$ cat config.mk
export PLATFORM = sky130hd
export DESIGN_NAME = victim_cache_ctrl
export DESIGN_NICKNAME = d
export VERILOG_FILES = /design/src/rtl/victim_cache_ctrl.sv
export SDC_FILE = /design/constraint.sdc
export NUM_CORES = 1
export LEC_CHECK = 0
export CORE_ASPECT_RATIO = 0.6
export CORE_MARGIN = 2
export CORE_UTILIZATION = 46
export DETAILED_ROUTE_END_ITERATION = 10
export PLACE_DENSITY = 0.86
export SLEW_MARGIN = 20
export SYNTH_ARGS = -nofsm -noshare
export SYNTH_HDL_FRONTEND = slang
export SYNTH_SLANG_ARGS = --single-unit
export TNS_END_PERCENT = 30
$ cat constraint.sdc
create_clock -name clk -period 1.9 [get_ports clk]
set_input_delay 0.19 -clock clk [delete_from_list [all_inputs] [get_ports clk]]
set_output_delay 0.19 -clock clk [all_outputs]
set_load 0.02 [all_outputs]
$ cat src/rtl/victim_cache_ctrl.sv
// Request-side controller for a fully-associative victim cache.
// Serialises L1 probe/insert requests into tag_store command sequences,
// picks victims round-robin and pushes dirty victims out over a valid/ready port.
//
// state   | meaning
// IDLE    | ready for a request
// P_LOOK  | probe: tag lookup issued
// P_EVAL  | probe: lookup result seen, invalidate line on hit
// I_LOOK  | insert: tag lookup issued
// I_EVAL  | insert: merge into hit way or pick round-robin victim
// I_READ  | insert: read victim line
// I_CHK   | insert: decide whether victim needs a writeback
// WB      | insert: writeback offered, waiting for wb_ready
// I_WRITE | insert: write tag into victim way
// I_DIRTY | insert: update dirty bit
// RESP    | one-cycle completion pulse
module victim_cache_ctrl #(
    parameter int TAG_WIDTH = 4,
    parameter int NUM_WAYS  = 4,
    localparam int WW = $clog2(NUM_WAYS)
) (
    input  logic                 clk,
    input  logic                 rst,
    input  logic                 req_valid,
    output logic                 req_ready,
    input  logic                 req_op,
    input  logic [TAG_WIDTH-1:0] req_tag,
    input  logic                 req_dirty,
    output logic                 resp_valid,
    output logic                 resp_hit,
    output logic [WW-1:0]        resp_way,
    output logic                 wb_valid,
    input  logic                 wb_ready,
    output logic [TAG_WIDTH-1:0] wb_tag,
    output logic [WW-1:0]        wb_way,
    output logic                 ts_write_en,
    output logic                 ts_read_en,
    output logic                 ts_lookup_en,
    output logic                 ts_valid_clear,
    output logic                 ts_dirty_set,
    output logic                 ts_dirty_clear,
    output logic [TAG_WIDTH-1:0] ts_tag_in,
    output logic [WW-1:0]        ts_way_index,
    input  logic                 ts_hit,
    input  logic [WW-1:0]        ts_hit_way_index,
    input  logic                 ts_valid_read,
    input  logic                 ts_dirty_read,
    input  logic [TAG_WIDTH-1:0] ts_tag_read
);

    typedef enum logic [3:0] {
        IDLE, P_LOOK, P_EVAL, I_LOOK, I_EVAL, I_READ, I_CHK, WB, I_WRITE, I_DIRTY, RESP
    } state_t;

    state_t               state;
    logic [TAG_WIDTH-1:0] tag_q;
    logic                 dirty_q;
    logic [WW-1:0]        victim_q;
    logic                 dup_q;
    logic [WW-1:0]        rr_ptr;
    logic                 hit_q;
    logic [WW-1:0]        way_q;
    logic [TAG_WIDTH-1:0] wb_tag_q;
    logic [WW-1:0]        wb_way_q;

    // Sequencer: one request at a time, latched at the IDLE handshake.
    always_ff @(posedge clk or posedge rst) begin
        if (rst) begin
            state    <= IDLE;
            tag_q    <= '0;
            dirty_q  <= 1'b0;
            victim_q <= '0;
            dup_q    <= 1'b0;
            rr_ptr   <= '0;
            hit_q    <= 1'b0;
            way_q    <= '0;
            wb_tag_q <= '0;
            wb_way_q <= '0;
        end else begin
            case (state)
                IDLE: begin
                    if (req_valid) begin
                        tag_q   <= req_tag;
                        dirty_q <= req_dirty;
                        state   <= req_op ? I_LOOK : P_LOOK;
                    end
                end
                P_LOOK: state <= P_EVAL;
                P_EVAL: begin
                    hit_q <= ts_hit;
                    way_q <= ts_hit ? ts_hit_way_index : '0;
                    state <= RESP;
                end
                I_LOOK: state <= I_EVAL;
                I_EVAL: begin
                    if (ts_hit) begin
                        victim_q <= ts_hit_way_index;
                        dup_q    <= 1'b1;
                        state    <= I_WRITE;
                    end else begin
                        victim_q <= rr_ptr;
                        dup_q    <= 1'b0;
                        state    <= I_READ;
                    end
                end
                I_READ: state <= I_CHK;
                I_CHK: begin
                    if (ts_valid_read && ts_dirty_read) begin
                        wb_tag_q <= ts_tag_read;
                        wb_way_q <= victim_q;
                        state    <= WB;
                    end else begin
                        state <= I_WRITE;
                    end
                end
                WB: begin
                    if (wb_ready) state <= I_WRITE;
                end
                I_WRITE: begin
                    // merges reuse an existing way, so only real allocations rotate the pointer
                    if (!dup_q) rr_ptr <= rr_ptr + WW'(1);
                    state <= I_DIRTY;
                end
                I_DIRTY: begin
                    hit_q <= dup_q;
                    way_q <= victim_q;
                    state <= RESP;
                end
                RESP:    state <= IDLE;
                default: state <= IDLE;
            endcase
        end
    end

    assign req_ready      = (state == IDLE);
    assign resp_valid     = (state == RESP);
    assign resp_hit       = hit_q;
    assign resp_way       = way_q;
    assign wb_valid       = (state == WB);
    assign wb_tag         = wb_tag_q;
    assign wb_way         = wb_way_q;

    assign ts_lookup_en   = (state == P_LOOK) || (state == I_LOOK);
    assign ts_valid_clear = (state == P_EVAL) && ts_hit;
    assign ts_read_en     = (state == I_READ);
    assign ts_write_en    = (state == I_WRITE);
    // a clean merge leaves the existing dirty bit alone
    assign ts_dirty_set   = (state == I_DIRTY) && dirty_q;
    assign ts_dirty_clear = (state == I_DIRTY) && !dirty_q && !dup_q;

    // tag/way operands for whichever tag_store command is active
    always_comb begin
        ts_tag_in    = '0;
        ts_way_index = '0;
        case (state)
            P_LOOK, I_LOOK: ts_tag_in = tag_q;
            P_EVAL:         ts_way_index = ts_hit ? ts_hit_way_index : '0;
            I_READ:         ts_way_index = victim_q;
            I_WRITE: begin
                ts_tag_in    = tag_q;
                ts_way_index = victim_q;
            end
            I_DIRTY:        ts_way_index = victim_q;
            default: begin
                ts_tag_in    = '0;
                ts_way_index = '0;
            end
        endcase
    end

endmodule

==> flow_summary.toml, run 1 <==
[final_layout]
nets = 203
drive_gt1_frac = 0.3388
final_common_cell = "clkdlybuf4s50_1"
antenna_cells = 0
syn_to_final_growth_pct = 44.50
layout_common_cells = "clkdlybuf4s50_1 (27), buf_4 (24), dfrtp_1 (22), mux2_2 (11), and2_1 (8)"

[worst_setup_path]
r2r-end = "state[3]"
r2r_slack_ns = 0.16
criticalPathCategory = "reg2out"
critPathMaxFanout = 4
crit_path_end_kind = "output port"
r2r-start = "state[3]"
cp-start-kind = "flop"
cp.required_ns = 1.71
crit_arrival_ns = 1.71
rr_worst_depth = 5

[global_route]
gr-total-overflow = 0
grt_pass1_wl_mm = 5.954
grtUsageTotal = 0.2405
grt_max_degree = 24
grt_pass1_vias = 1196
grt_antenna_before_repair = 0

[floorplanning]
dieArea_um2 = 3404
die_height_um = 46
num_rows = 15
io_pins = 43
chipWidth_um = 74.01
start_util = 0.4773
core_um2 = 2834

[yosys]
avgSynthCellArea_um2 = 11.27
ys_seq_area_frac = 0.4255
synth_async_sr_flop_share = 1.000
synthCells = 120
syn_area_um2 = 1353
synth_cell_types = 43
yosys_register_bits = 23
synth_edf_count = 0
yosys_warnings = 0
synthFlopType = "dfrtp_1"
syn_nets = 139

[route]
drtIter0Drc = 93
routed_wirelength_mm = 3.785
vias_per_cell = 5.462
dr_total_vias = 1229
ant_nets = 0
detail_route.first_pass.iterations = 4
drc = 0
routedWlPerCell_um = 16.82

[sta]
finalSetupViolCount = 1
tightest_slew_ns = 0.4498
final_max_slew_viol_count = 0
fin_ws_ns = -0.001577
relSlewSlack = 0.6988
hold_viol = 0
fin_setup_tns_ns = -0.001577
period_share = 1.001
clock.fmax_mhz = 525.9
min_period_ns = 1.902
worst_clock_skew_ns = 0.001570
rsz0062_at_grt = "true"
fin_hold_ws_ns = 0.2505

[placed_design]
place.gp.congestion = 0.8429
dpl.hpwl_mm = 2.786
io_buffer_count = 42
place_ws_ns = -0.1547

[cts]
cts_made_buffers = 3
cts_tree = "built"
cts_root_buf = "clkbuf_8"
clock_path_buffers = 2
clock-sinks = 23
clock_latency_ns = 0.27
cts.reportedPaths.clkPinSlew_ns = 0.09
htree_levels = 1
ctsHoldBuffers = 0

[power]
total_power_mw = 3.228
peakVddDrop_mv = 0.8134
powerDensity_nw_per_um2 = 1652
power.leakage_nw = 0.8902

[run_status]
status = "complete, but fails checks"
failed_checks = "setup timing"

[job]
maxCapViolations = 0

[min_path]
hold_path.class = "in2async"
cell usage after synthesis, drive strengths merged (2+ instances only):
cell | instances | area share
dfrtp | 23 | 0.43
mux2 | 12 | 0.10
and2 | 8 | 0.037
buf | 7 | 0.038
nand2 | 6 | 0.017
a21oi | 5 | 0.018
inv | 5 | 0.014
nand2b | 5 | 0.034
nor2 | 5 | 0.014
nor3 | 4 | 0.023
a31oi | 3 | 0.014
mux2i | 3 | 0.022
nor4 | 3 | 0.025
o21ai | 3 | 0.011
a32oi | 2 | 0.013
and3 | 2 | 0.0092
and4bb | 2 | 0.018
nor2b | 2 | 0.0092
nor4b | 2 | 0.035
or3 | 2 | 0.013
or3b | 2 | 0.013
xor2 | 2 | 0.013
area by class of cell:
class | instances | area (µm²)
Inverter | 5 | 18.77
Timing Repair Buffer | 66 | 546.8
Clock inverter | 1 | 7.507
Tap cell | 42 | 52.55
Sequential cell | 23 | 576.8
Fill cell | 195 | 879.6
Clock buffer | 3 | 41.29
Multi-Input combinational cell | 85 | 710.7
worst max path at each step:
stage / from / endpoint / slack, ns / cells past startpoint
final: state[1] / ts_tag_in[2] / -0.002 / 4
after CTS: state[0] / ts_way_index[0] / -0.003 / 5
after floorplan: state[0] / ts_tag_in[0] / 0.28 / 4
after global routing: state[1] / ts_tag_in[2] / -0.06 / 4
after global placement: state[1] / ts_tag_in[0] / -0.02 / 4
after detailed placement: state[1] / ts_tag_in[1] / -0.15 / 4
report_power, final:
group | internal (mW) | leakage, nW | switching (mW)
logic | 0.978 | 0.585 | 1.00
clock network | 0.149 | 0.0217 | 0.167
registers | 0.726 | 0.284 | 0.207
metal layers:
| layer | routed length, µm | part of all wire | vias up | global-route usage |
|---|---|---|---|---|
| li1 | - | - | 567 | - |
| met1 | 1576 | 0.42 | 597 | 0.3145 |
| met2 | 1889 | 0.50 | 63 | 0.3946 |
| met3 | 300 | 0.079 | 2 | 0.07743 |
| met4 | 18 | 0.0048 | 0 | 0.05455 |
| met5 | 0 | 0 | - | 0 |
worst max-delay path, stage by stage (launching register included):
cell	delay, ns
dfrtp_1	0.40
or3b_1	0.41
a21oi_2	0.22
and2_1	0.16
clkdlybuf4s15_2	0.26
registers in the layout, indices dropped and copies added (netlist names):
register / count
dup_q: 1
wb_tag: 4
wb_way: 2
victim_q: 2
resp_hit: 1
resp_way: 2
tag_q: 4
rr_ptr: 2
dirty_q: 1
state: 4
through the flow:
| stage | cell area, µm² | instances | util |
|---|---|---|---|
| after floorplan | 1353 | 120 | - |
| after global placement | 1947 | 220 | 0.6870 |
| after detailed placement | 1947 | 220 | 0.6870 |
| after CTS | 1991 | 224 | 0.7024 |
| after global routing | 1954 | 225 | 0.6896 |
| final | 1954 | 225 | 0.6896 |
what timing repair did:
action / in CTS / in global routing
endpoints found under the setup margin: 15 / 10
pin swaps: 1 / 1
buffers inserted: 0 / 1
resized for setup: 30 / 17
gates cloned: 0 / 0
cells by family (layout without fill, tap and decap cells):
family	after synthesis	count (layout)	share of synthesized area
AO/OA/AOI/OAI	22	22	0.1175
XOR/XNOR	2	2	0.01295
buffers and inverters	12	75	0.05180
flip-flops	23	23	0.4255
multiplexers	15	15	0.1249
AND/OR/NAND/NOR	46	46	0.2674
(Power assumes the default switching activity.)
==> inputs of run 2 (changes only) <==
--- a/config.mk
+++ b/config.mk
@@ -6,10 +6,10 @@
 export NUM_CORES = 1
 export LEC_CHECK = 0
 export CORE_ASPECT_RATIO = 0.6
-export CORE_MARGIN = 2
-export CORE_UTILIZATION = 46
+export CORE_UTILIZATION = 48
+export CTS_BUF_LIST = sky130_fd_sc_hd__clkbuf_8
 export DETAILED_ROUTE_END_ITERATION = 10
-export PLACE_DENSITY = 0.86
+export PLACE_DENSITY = 0.89
 export SLEW_MARGIN = 20
 export SYNTH_ARGS = -nofsm -noshare
 export SYNTH_HDL_FRONTEND = slang
==> run 2 against run 1 <==
  * The flow finishes with violations (DRC)
  * Clock skew hardly changed
  * Clock-buffer cell count stayed put
  * Critical path depth stayed put
  * Sequential cell count stayed put
  * Global-route usage is 0.35 points lower
  * Sequential power is 5.0% lower
  * Design area is 1.3% lower
  * Die area is 11% lower
  * Utilization is 5.5 points higher
  * Power is 1.8% lower
==> flow_summary.toml, run 2 (synthesized netlist as in run 1, its figures left out) <==
[route]
routedWlPerCell_um = 16.36
drtIter0Drc = 84
vias_per_cell = 5.641
drc = 2
ant_nets = 0
detail_route.first_pass.iterations = 7
dr_total_vias = 1179
routed_wirelength_mm = 3.419

[sta]
min_period_ns = 1.846
fin_setup_tns_ns = 0
hold_viol = 0
period_share = 0.9716
tightest_slew_ns = 0.4298
relSlewSlack = 0.7123
rsz0062_at_grt = "true"
finalSetupViolCount = 0
worst_clock_skew_ns = 0.001820
final_max_slew_viol_count = 0
clock.fmax_mhz = 541.7

[final_layout]
final_common_cell = "clkdlybuf4s50_1"
syn_to_final_growth_pct = 42.65
fill_cells = 177
antenna_cells = 0
layout_common_cells = "clkdlybuf4s50_1 (27), dfrtp_1 (23), buf_4 (16), mux2_2 (11), and2_1 (8)"
instances_no_fill = 209
nets = 197
drive_gt1_frac = 0.2938

[cts]
clock-sinks = 23
cts_made_buffers = 3
clock_latency_ns = 0.27
cts_root_buf = "clkbuf_8"
clock_path_buffers = 2
htree_levels = 1
cts.reportedPaths.clkPinSlew_ns = 0.08
cts_tree = "built"

[worst_setup_path]
criticalPathCategory = "reg2out"
crit_path_end_kind = "output port"
crit_arrival_ns = 1.66
critPathMaxFanout = 4
cp.required_ns = 1.71
cp_slowest_cell = "dfrtp_1"
cp-start-kind = "flop"
crit_path_cell_trace = "buf_4 -> nor4b_4 -> a32o_1 -> clkdlybuf4s15_2"
cpPeakStageDelay_ns = 0.42

[min_path]
hold_path.class = "in2async"

[global_route]
grt_max_degree = 24
grt_antenna_before_repair = 0
grt_pass1_wl_mm = 5.409
gr-total-overflow = 0
grt_pass1_vias = 1096
grtUsageTotal = 0.2370

[power]
total_power_mw = 3.169
peakVddDrop_mv = 1.107
power.leakage_nw = 0.8815
powerDensity_nw_per_um2 = 1642

[floorplanning]
die_height_um = 43.12
core_um2 = 2592
start_util = 0.5217
dieArea_um2 = 3041
chipWidth_um = 70.53
num_rows = 14
io_pins = 43

[run_status]
failed_checks = "DRC"
status = "complete, but fails checks"

[placed_design]
dp_cells = 205
io_buffer_count = 42
dpl.hpwl_mm = 2.590
place.gp.congestion = 0.8279

[job]
maxCapViolations = 0
run 2: cell types whose count changed in the layout (fill, tap and decap cells not counted), sizes merged:
cell | previous run | this run
clkinvlp | 1 | 0
dlygate4sd2 | 4 | 7
clkinv | 0 | 1
clkbuf | 9 | 8
buf | 28 | 20
run 2: cell type report:
type                    count  area, µm²  area share
multi-input cells          85      710.7      0.3684
inverters                   5      18.77    0.009728
repair buffers             60      538.0      0.2789
clock buffers               3      41.29     0.02140
clock inverters             1      5.005    0.002594
well taps                  32      40.04     0.02075
flip-flops and latches     23      575.6      0.2983
run 2: where the power goes:
group / internal (mW) / switching [mW]
Clock: 0.147 / 0.164
Sequential: 0.724 / 0.162
Combinational: 0.964 / 1.01
run 2: path summary, 6_finish.rpt:
check | start | to | slack [ns] | depth (start not counted)
hold reg to reg | rr_ptr[1] | rr_ptr[1] | 0.49 | 1
max in group asynchronous | rst | state[1] | 1.41 | 3
setup reg to reg | state[3] | state[3] | 0.13 | 5
setup / recovery | state[3] | ts_way_index[1] | 0.05 | 4
hold / removal | rst | wb_tag[1] | 0.26 | 3
min in group clk | rr_ptr[1] | rr_ptr[1] | 0.49 | 1
run 2: timing repair:
item / CTS / global route
buffers inserted: 0 / 0
endpoints found under the hold margin: 0 / 0
gates resized for setup: 24 / 12
endpoints found under the setup margin: 15 / 8
hold buffers: 0 / 0
pin swaps: 0 / 2
run 2: per-stage QoR:
stage	utilization	setup slack, ns	hold slack, ns	area, µm²
2_1_floorplan	-	0.2756	0.1919	1353
6_report	0.7442	0.05395	0.2562	1929
3_3_place_gp	0.7413	-0.01315	0.4602	1922
4_1_cts	0.7572	-0.02661	0.2652	1963
5_1_grt	0.7442	-0.008121	0.3023	1929
3_5_place_dp	0.7413	-0.09185	0.4937	1922
run 2: worst max-delay path, delay by kind of cell, from the launching register on:
kind	cells	cell delay, ns
compound gates	1	0.18
flops	1	0.42
buf+inv	2	0.43
simple gates	1	0.35
run 2: per-layer routing:
layer,part of all wire,up-vias,global-route usage
met2,0.46,54,0.3825
li1,-,557,-
met3,0.079,4,0.07363
met5,0,-,0
met1,0.45,564,0.3198
met4,0.0053,0,0.04400
